==> src/rtl/tlb_assoc.sv <==
// Set-associative TLB with a fully-associative superpage array, shared by fetch and LSU.
// One-cycle lookup after acceptance, PTW refill on miss, SFENCE via per-set sweep.
module tlb_assoc #(
  parameter int WAYS       = 2,
  parameter int DEPTH      = 32,
  parameter int SP_ENTRIES = 4,
  parameter int ASIDLEN    = 9
) (
  input  logic               clk,
  input  logic               rst_n,
  input  logic               translation_on,
  input  logic [ASIDLEN-1:0] asid,
  input  logic [1:0]         privilege,
  input  logic               mxr,
  input  logic               sum,
  input  logic               req_valid,
  output logic               req_ready,
  input  logic [31:0]        req_vaddr,
  input  logic               req_rnw,
  input  logic               req_execute,
  output logic               resp_valid,
  output logic               resp_fault,
  output logic [31:0]        resp_paddr,
  output logic               mmu_req,
  output logic [31:0]        mmu_vaddr,
  output logic               mmu_rnw,
  output logic               mmu_execute,
  input  logic               mmu_fill,
  input  logic               mmu_fault,
  input  logic               mmu_superpage,
  input  logic [19:0]        mmu_ppn,
  input  logic [5:0]         mmu_perms,
  input  logic               sfence_valid,
  input  logic               sfence_addr_only,
  input  logic               sfence_asid_only,
  input  logic [31:0]        sfence_addr,
  input  logic [ASIDLEN-1:0] sfence_asid,
  output logic               sfence_done
);
  localparam int IDX_W = $clog2(DEPTH);
  localparam int TAG_W = 20 - IDX_W;
  localparam int WAY_W = (WAYS > 1) ? $clog2(WAYS) : 1;
  localparam int SP_W  = (SP_ENTRIES > 1) ? $clog2(SP_ENTRIES) : 1;

  typedef enum logic [1:0] {S_IDLE, S_LOOKUP, S_MISS, S_FLUSH} state_t;

  // perms layout {d,g,u,x,w,r}
  function automatic logic perm_ok(input logic [5:0] p, input logic rnw, input logic exe,
                                   input logic [1:0] priv, input logic f_mxr, input logic f_sum);
    logic acc, mode;
    if (exe)      acc = p[2];
    else if (rnw) acc = p[0] | (p[2] & f_mxr);
    else          acc = p[1] & p[5];
    case (priv)
      2'd0:    mode = p[3];
      2'd1:    mode = ~p[3] | (f_sum & ~exe);
      default: mode = 1'b1;
    endcase
    return acc & mode;
  endfunction

  function automatic logic flush_hit(input logic ao, input logic so, input logic tag_eq,
                                     input logic g, input logic asid_eq);
    return (~ao | tag_eq) & (~so | (~g & asid_eq));
  endfunction

  state_t                r_state;
  logic [DEPTH-1:0]      r_valid   [WAYS];
  logic [ASIDLEN-1:0]    r_asid    [WAYS][DEPTH];
  logic [TAG_W-1:0]      r_tag     [WAYS][DEPTH];
  logic [19:0]           r_ppn     [WAYS][DEPTH];
  logic [5:0]            r_perm    [WAYS][DEPTH];
  logic [WAY_W-1:0]      r_rr      [DEPTH];
  logic [SP_ENTRIES-1:0] r_sp_valid;
  logic [ASIDLEN-1:0]    r_sp_asid [SP_ENTRIES];
  logic [9:0]            r_sp_tag  [SP_ENTRIES];
  logic [9:0]            r_sp_ppn  [SP_ENTRIES];
  logic [5:0]            r_sp_perm [SP_ENTRIES];
  logic [SP_W-1:0]       r_sp_rr;
  logic [31:0]           r_vaddr;
  logic                  r_rnw, r_exec;
  logic                  r_sf_ao, r_sf_so, r_fl_first;
  logic [TAG_W-1:0]      r_sf_tag;
  logic [ASIDLEN-1:0]    r_sf_asid;
  logic [IDX_W-1:0]      r_fl_idx;

  logic [IDX_W-1:0]      w_idx;
  logic [TAG_W-1:0]      w_tag;
  logic                  w_reg_hit, w_sp_hit, w_any_hit, w_free, w_sp_free;
  logic [19:0]           w_reg_ppn;
  logic [9:0]            w_sp_ppn;
  logic [5:0]            w_reg_perm, w_sp_perm, w_perm;
  logic [WAY_W-1:0]      w_free_way, w_victim;
  logic [SP_W-1:0]       w_sp_free_idx, w_sp_victim;
  logic [WAYS-1:0]       w_fl_inv;
  logic [SP_ENTRIES-1:0] w_sp_inv;
  logic                  w_fl_last, w_lk, w_ms, w_lk_miss, w_perm_ok, w_fill;
  logic [31:0]           w_hit_pa, w_fill_pa, w_pa;
  logic                  w_unused;

  assign w_idx    = r_vaddr[12 +: IDX_W];
  assign w_tag    = r_vaddr[31 -: TAG_W];
  assign w_unused = ^sfence_addr[11:0];

  // Descending scans leave the lowest matching index selected.
  always_comb begin
    w_reg_hit = 1'b0; w_reg_ppn = '0; w_reg_perm = '0; w_free = 1'b0; w_free_way = '0;
    for (int i = WAYS - 1; i >= 0; i--) begin
      if (r_valid[i][w_idx] && r_tag[i][w_idx] == w_tag &&
          (r_asid[i][w_idx] == asid || r_perm[i][w_idx][4])) begin
        w_reg_hit  = 1'b1;
        w_reg_ppn  = r_ppn[i][w_idx];
        w_reg_perm = r_perm[i][w_idx];
      end
      if (!r_valid[i][w_idx]) begin
        w_free     = 1'b1;
        w_free_way = WAY_W'(i);
      end
    end
  end

  always_comb begin
    w_sp_hit = 1'b0; w_sp_ppn = '0; w_sp_perm = '0; w_sp_free = 1'b0; w_sp_free_idx = '0;
    for (int i = SP_ENTRIES - 1; i >= 0; i--) begin
      if (r_sp_valid[i] && r_sp_tag[i] == r_vaddr[31:22] &&
          (r_sp_asid[i] == asid || r_sp_perm[i][4])) begin
        w_sp_hit  = 1'b1;
        w_sp_ppn  = r_sp_ppn[i];
        w_sp_perm = r_sp_perm[i];
      end
      if (!r_sp_valid[i]) begin
        w_sp_free     = 1'b1;
        w_sp_free_idx = SP_W'(i);
      end
    end
  end

  always_comb begin
    w_fl_inv = '0;
    w_sp_inv = '0;
    for (int i = 0; i < WAYS; i++)
      w_fl_inv[i] = flush_hit(r_sf_ao, r_sf_so, r_tag[i][r_fl_idx] == r_sf_tag,
                              r_perm[i][r_fl_idx][4], r_asid[i][r_fl_idx] == r_sf_asid);
    for (int i = 0; i < SP_ENTRIES; i++)
      w_sp_inv[i] = flush_hit(r_sf_ao, r_sf_so, r_sp_tag[i] == r_sf_tag[TAG_W-1 -: 10],
                              r_sp_perm[i][4], r_sp_asid[i] == r_sf_asid);
  end

  assign w_victim    = w_free ? w_free_way : r_rr[w_idx];
  assign w_sp_victim = w_sp_free ? w_sp_free_idx : r_sp_rr;
  assign w_fl_last   = r_sf_ao | (r_fl_idx == IDX_W'(DEPTH - 1));
  assign w_any_hit   = w_reg_hit | w_sp_hit;
  assign w_perm      = w_sp_hit ? w_sp_perm : w_reg_perm;
  assign w_perm_ok   = perm_ok(w_perm, r_rnw, r_exec, privilege, mxr, sum);
  assign w_hit_pa    = w_sp_hit ? {w_sp_ppn, r_vaddr[21:0]} : {w_reg_ppn, r_vaddr[11:0]};
  assign w_fill_pa   = mmu_superpage ? {mmu_ppn[19:10], r_vaddr[21:0]} : {mmu_ppn, r_vaddr[11:0]};
  assign w_lk        = (r_state == S_LOOKUP);
  assign w_ms        = (r_state == S_MISS);
  assign w_lk_miss   = w_lk & translation_on & ~w_any_hit;
  assign w_fill      = w_ms & mmu_fill & ~mmu_fault;
  assign w_pa        = w_ms ? w_fill_pa : (translation_on ? w_hit_pa : r_vaddr);

  assign req_ready   = (r_state == S_IDLE) & ~sfence_valid;
  assign mmu_req     = w_lk_miss | w_ms;
  assign mmu_vaddr   = mmu_req ? r_vaddr : 32'd0;
  assign mmu_rnw     = mmu_req & r_rnw;
  assign mmu_execute = mmu_req & r_exec;
  assign resp_valid  = (w_lk & ~w_lk_miss) | (w_ms & (mmu_fill | mmu_fault));
  assign resp_fault  = (w_lk & translation_on & w_any_hit & ~w_perm_ok) | (w_ms & mmu_fault);
  assign resp_paddr  = (resp_valid & ~resp_fault) ? w_pa : 32'd0;
  assign sfence_done = (r_state == S_FLUSH) & w_fl_last;

  always_ff @(posedge clk or negedge rst_n) begin
    if (!rst_n) begin
      r_state    <= S_IDLE;
      r_fl_idx   <= '0;
      r_fl_first <= 1'b0;
      r_sp_valid <= '0;
      r_sp_rr    <= '0;
      for (int i = 0; i < WAYS; i++) r_valid[i] <= '0;
      for (int s = 0; s < DEPTH; s++) r_rr[s] <= '0;
    end else begin
      case (r_state)
        S_IDLE: begin
          if (sfence_valid) begin
            r_state    <= S_FLUSH;
            r_fl_first <= 1'b1;
            r_fl_idx   <= sfence_addr_only ? sfence_addr[12 +: IDX_W] : '0;
          end else if (req_valid) begin
            r_state <= S_LOOKUP;
          end
        end
        S_LOOKUP: r_state <= w_lk_miss ? S_MISS : S_IDLE;
        S_MISS: begin
          if (mmu_fault || mmu_fill) r_state <= S_IDLE;
          if (w_fill && mmu_superpage) begin
            r_sp_valid[w_sp_victim] <= 1'b1;
            if (!w_sp_free)
              r_sp_rr <= (r_sp_rr == SP_W'(SP_ENTRIES - 1)) ? '0 : r_sp_rr + SP_W'(1);
          end else if (w_fill) begin
            r_valid[w_victim][w_idx] <= 1'b1;
            if (!w_free)
              r_rr[w_idx] <= (r_rr[w_idx] == WAY_W'(WAYS - 1)) ? '0 : r_rr[w_idx] + WAY_W'(1);
          end
        end
        S_FLUSH: begin
          for (int i = 0; i < WAYS; i++)
            if (w_fl_inv[i]) r_valid[i][r_fl_idx] <= 1'b0;
          if (r_fl_first)
            for (int i = 0; i < SP_ENTRIES; i++)
              if (w_sp_inv[i]) r_sp_valid[i] <= 1'b0;
          r_fl_first <= 1'b0;
          r_fl_idx   <= r_fl_idx + IDX_W'(1);
          if (w_fl_last) r_state <= S_IDLE;
        end
        default: r_state <= S_IDLE;
      endcase
    end
  end

  // Entry payloads and captured request/flush operands carry no reset.
  always_ff @(posedge clk) begin
    if (r_state == S_IDLE && req_ready && req_valid) begin
      r_vaddr <= req_vaddr;
      r_rnw   <= req_rnw;
      r_exec  <= req_execute;
    end
    if (r_state == S_IDLE && sfence_valid) begin
      r_sf_ao   <= sfence_addr_only;
      r_sf_so   <= sfence_asid_only;
      r_sf_tag  <= sfence_addr[31 -: TAG_W];
      r_sf_asid <= sfence_asid;
    end
    if (w_fill && mmu_superpage) begin
      r_sp_asid[w_sp_victim] <= asid;
      r_sp_tag[w_sp_victim]  <= r_vaddr[31:22];
      r_sp_ppn[w_sp_victim]  <= mmu_ppn[19:10];
      r_sp_perm[w_sp_victim] <= mmu_perms;
    end else if (w_fill) begin
      r_asid[w_victim][w_idx] <= asid;
      r_tag[w_victim][w_idx]  <= w_tag;
      r_ppn[w_victim][w_idx]  <= mmu_ppn;
      r_perm[w_victim][w_idx] <= mmu_perms;
    end
  end
endmodule

==> config.mk <==
export PLATFORM = sky130hd
export DESIGN_NAME = tlb_assoc
export DESIGN_NICKNAME = d
export VERILOG_FILES = /design/src/rtl/tlb_assoc.sv
export SDC_FILE = /design/constraint.sdc
export NUM_CORES = 2
export LEC_CHECK = 0
export CORE_ASPECT_RATIO = 0.9
export CORE_UTILIZATION = 30
export CTS_CLUSTER_SIZE = 28
export DETAILED_ROUTE_END_ITERATION = 8
export PLACE_DENSITY = 0.5
export SKIP_CTS_REPAIR_TIMING = 1
export SYNTH_ARGS = -nofsm -noshare
export SYNTH_HDL_FRONTEND = slang
export SYNTH_SLANG_ARGS = --single-unit
==> constraint.sdc <==
create_clock -name clk -period 7.1 [get_ports clk]
set_input_delay 0.71 -clock clk [delete_from_list [all_inputs] [get_ports clk]]
set_output_delay 0.71 -clock clk [all_outputs]
set_load 0.1 [all_outputs]
==> out/metrics.yaml <==
timing:
  final_hold_viol_count: 0
  slew_headroom_pct: 8.84
  tightest_slew_ns: 1.36
  finalSetupViolCount: 1
  skew_ns: 0.0732
  maxSlewViolCount: 0
  finalCritPeriodShare_pct: 100
  fmax_ghz: 0.140
  min_period_ns: 7.13
  whs_ns: 0.128
  fin_ws_ns: -0.0272
  rsz0062_at_grt: "true"
yosys:
  netlist_area_um2: 148000
  synth_most_common_cell: "edfxtp_1"
  yosysTopAreaCell: "edfxtp_1"
  syn_inst: 7798
  async_flop_share_pct: 3.13
  synth_top_area_share_pct: 68.8
  synth_edf_count: 3400
  synthTopCellsByCount: "edfxtp_1 (3400), mux4_2 (904), mux2i_1 (624)"
  ys_ff_latch: 3510
  mappedNetlistNets: 7928
  yosysWarnings: 0
  synth.area.top_cells: "edfxtp_1 (69%), mux4_2 (14%), mux2i_1 (4.2%)"
  ys.flop_type: "edfxtp_1"
  ys_seq_area_share_pct: 70.6
  syn_avg_cell_area_um2: 19.0
  synth_cell_types: 82
detailed_routing:
  dr.pass1.iters: 6
  drc: 0
  via_count: 89007
  drtAntennaViolNets: 0
  routedWlPerCell_um: 38.0
  wl_um: 574000
  first_iter_violations: 13859
  viasPerCell: 5.90
worst_setup_path:
  crit_family: "simple AND/OR/NAND/NOR gates"
  criticalPathCategory: "reg2out"
  rrSetupSlack_ns: 1.21
  critPathCaptureType: "output pin"
  path_buf_inv: 8
  critPathMaxFanout: 15
  crit_chain: "buf_4, buf_4, nor3b_4, buf_4, a22oi_1, and4_2, nor3_1, and4_2, o211ai_1, buf_4, o21ai_0, a21oi_1, o31ai_1, buf_4, o21ai_4, buf_12, buf_4, nor3_1, buf_12"
  path_common_cell: "buf_4"
  crit_slowest_cell: "nor3b_4"
  critPathRequiredTime_ns: 6.39
  slowest_delay_ns: 0.60
  crit_arrival_ns: 6.42
  cp-start-kind: "flip-flop"
  reg2regPathDepth: 13
  r2r_start: "r_vaddr[13]"
  r2r-end: "r_asid[0][227]"
placement:
  place_ws_ns: 0.0933
  dpl.hpwl_um: 328000
  place_congestion: 0.856
  place_inst: 14418
  io_buffer_count: 182
die:
  core_area_um2: 492000
  core.rowCount: 244
  ios: 195
  die_h_um: 669
  fp.dieArea_um2: 498000
  fp.dieW_um: 743
  start_util_pct: 30.2
finish:
  fin_util_pct: 35.3
  drive_gt1_share_pct: 25.6
  area_growth_pct: 17.0
  nets: 8420
  final_cells: 15094
pwr:
  clock_power_share_pct: 33.5
  powerDensity_nw_per_um2: 315
  power_leakage_nw: 54.7
  p_sw_share_pct: 30.6
  p_int_w: 0.0380
  p_sw_w: 0.0168
  combPwrFrac_pct: 23.6
  ir_drop_mv: 0.237
  seqPwrFrac_pct: 42.9
clock_network:
  clkSlewWorstSetupHoldPaths_ns: 0.06
  cts_tree: "done"
  h-tree-depth: 5
  cts_buffers: 357
  clkLatencyLatePin_ns: 0.96
  cts_root_buffer: "clkbuf_16"
  cts_sinks: 3510
  cts.path.max_buffers: 4
run:
  cap_viol_max_count: 0
global_routing:
  first_global_vias: 87597
  grt_pass1_wl_um: 764000
  grt_max_degree: 124
  groute.usage.overall_pct: 22.2
  grt_overflow: 0
  antenna_found_initial: 40
status:
  status: "finished, violations left"
  violations: "setup timing"
min_path:
  hp-start: "asid[5]"
  hold_depth: 1
  holdPathEnd: "r_sp_asid[1][5]"
  hp-class: "in2reg"
[how the worst max path moves through the flow]
| stage | start | to | slack, ns | cells after the start |
|---|---|---|---|---|
| detailed placement | r_vaddr[14] | resp_paddr[30] | 0.09 | 16 |
| global placement | r_vaddr[16] | resp_paddr[30] | 0.05 | 17 |
| floorplan | r_vaddr[31] | resp_paddr[12] | -0.34 | 11 |
| finish | r_vaddr[16] | resp_paddr[2] | -0.03 | 19 |
| CTS | r_vaddr[14] | resp_paddr[30] | -0.94 | 16 |
| global route | r_vaddr[16] | resp_paddr[2] | -0.10 | 21 |
[layer usage]
layer | routed length (um) | GRT usage [%] | vias up | part of all wire (%)
li1 | - | - | 33889 | -
met1 | 236000 | 31.8 | 48426 | 41
met2 | 253000 | 33.0 | 5608 | 44
met3 | 60200 | 5.11 | 1076 | 11
met4 | 24400 | 8.18 | 8 | 4.3
met5 | 62 | 0 | - | 0.011
[kinds of logic (layout without fill, tap and decap cells)]
logic type                 count (synthesis)  count (layout)  share of synthesized area (%)
AOI/OAI and AO/OA                       1065            1065                           4.73
DFF                                     3510            3510                           70.6
adders and majority gates                  6               6                         0.0506
and+or+nand+nor                          869             869                           3.15
muxes                                   1552            1552                           18.1
xor gates and xnor gates                 228             228                           1.35
other                                      0              14                              0
buffers and inverters                    568            1331                           1.99
[power by group through the flow]
stage          clock network, W  registers, W  logic [W]
3_3_place_gp                  0        0.0239     0.0126
6_report                 0.0184        0.0235     0.0129
4_1_cts                  0.0186        0.0235     0.0127
5_1_grt                  0.0193        0.0235     0.0133
3_5_place_dp                  0        0.0239     0.0126
2_1_floorplan                 0        0.0237    0.00757
[layout by cell type, fill, tap and decap left out, types with 17 or more instances in the layout]
cell,instances
edfxtp_1,3400
mux4_2,904
mux2i_1,621
o22ai_1,481
clkbuf_16,369
buf_4,360
a22oi_1,237
nand2_1,217
buf_12,179
o21ai_0,166
xnor2_1,155
dfrtp_1,107
nor4_1,103
nor2_1,92
nand4_1,88
clkbuf_1,84
clkinv_1,80
clkdlybuf4s50_1,76
nor2_4,73
xor2_1,71
nand3_1,54
nor2b_1,48
clkinv_2,46
a21oi_1,37
buf_2,35
nor3_1,33
or4_1,27
mux2_2,23
o211ai_1,22
and3_1,21
nor3_2,18
bufinv_16,18
a221oi_1,17
[flip-flops by register name, summed over array words and instances, names as in the netlist]
name        flops
r_asid        576
r_exec          1
r_fl_first      1
r_fl_idx        5
r_perm        384
r_ppn        1280
r_rnw           1
r_rr           32
r_sf_ao         1
r_sf_asid       9
r_sf_so         1
r_sf_tag       15
r_sp_asid      36
r_sp_perm      24
r_sp_ppn       40
r_sp_rr         2
r_sp_tag       40
r_sp_valid      4
r_state         2
r_tag         960
r_vaddr        32
r_valid        64
[worst register-to-register path, delay by kind of cell (launching register included)]
family	cells	cell delay [ns]
compound gates	2	0.84
buf+inv	7	2.84
flops	1	0.38
mux	1	0.40
simple gates	3	0.99
[stage by stage]
stage	setup TNS [ns]	power, W	cell area, um2
after floorplan	-1.02	0.0312	148000
after global placement	0	0.0365	162000
after detailed placement	0	0.0366	162000
after CTS	-18.40	0.0547	173000
after global routing	-0.228	0.0561	174000
final	-0.0272	0.0548	174000
[final cells by class]
type / count / area, um2
multi-input combinational: 3720 / 41800
inverter: 14 / 52.6
clock buffer: 456 / 9500
clock inverter: 174 / 1440
tap: 6519 / 8160
timing repair buffer: 687 / 7930
sequential: 3510 / 105000
fill: 45659 / 318000
antenna: 14 / 35.0
Power figures use the tool's default switching activity.
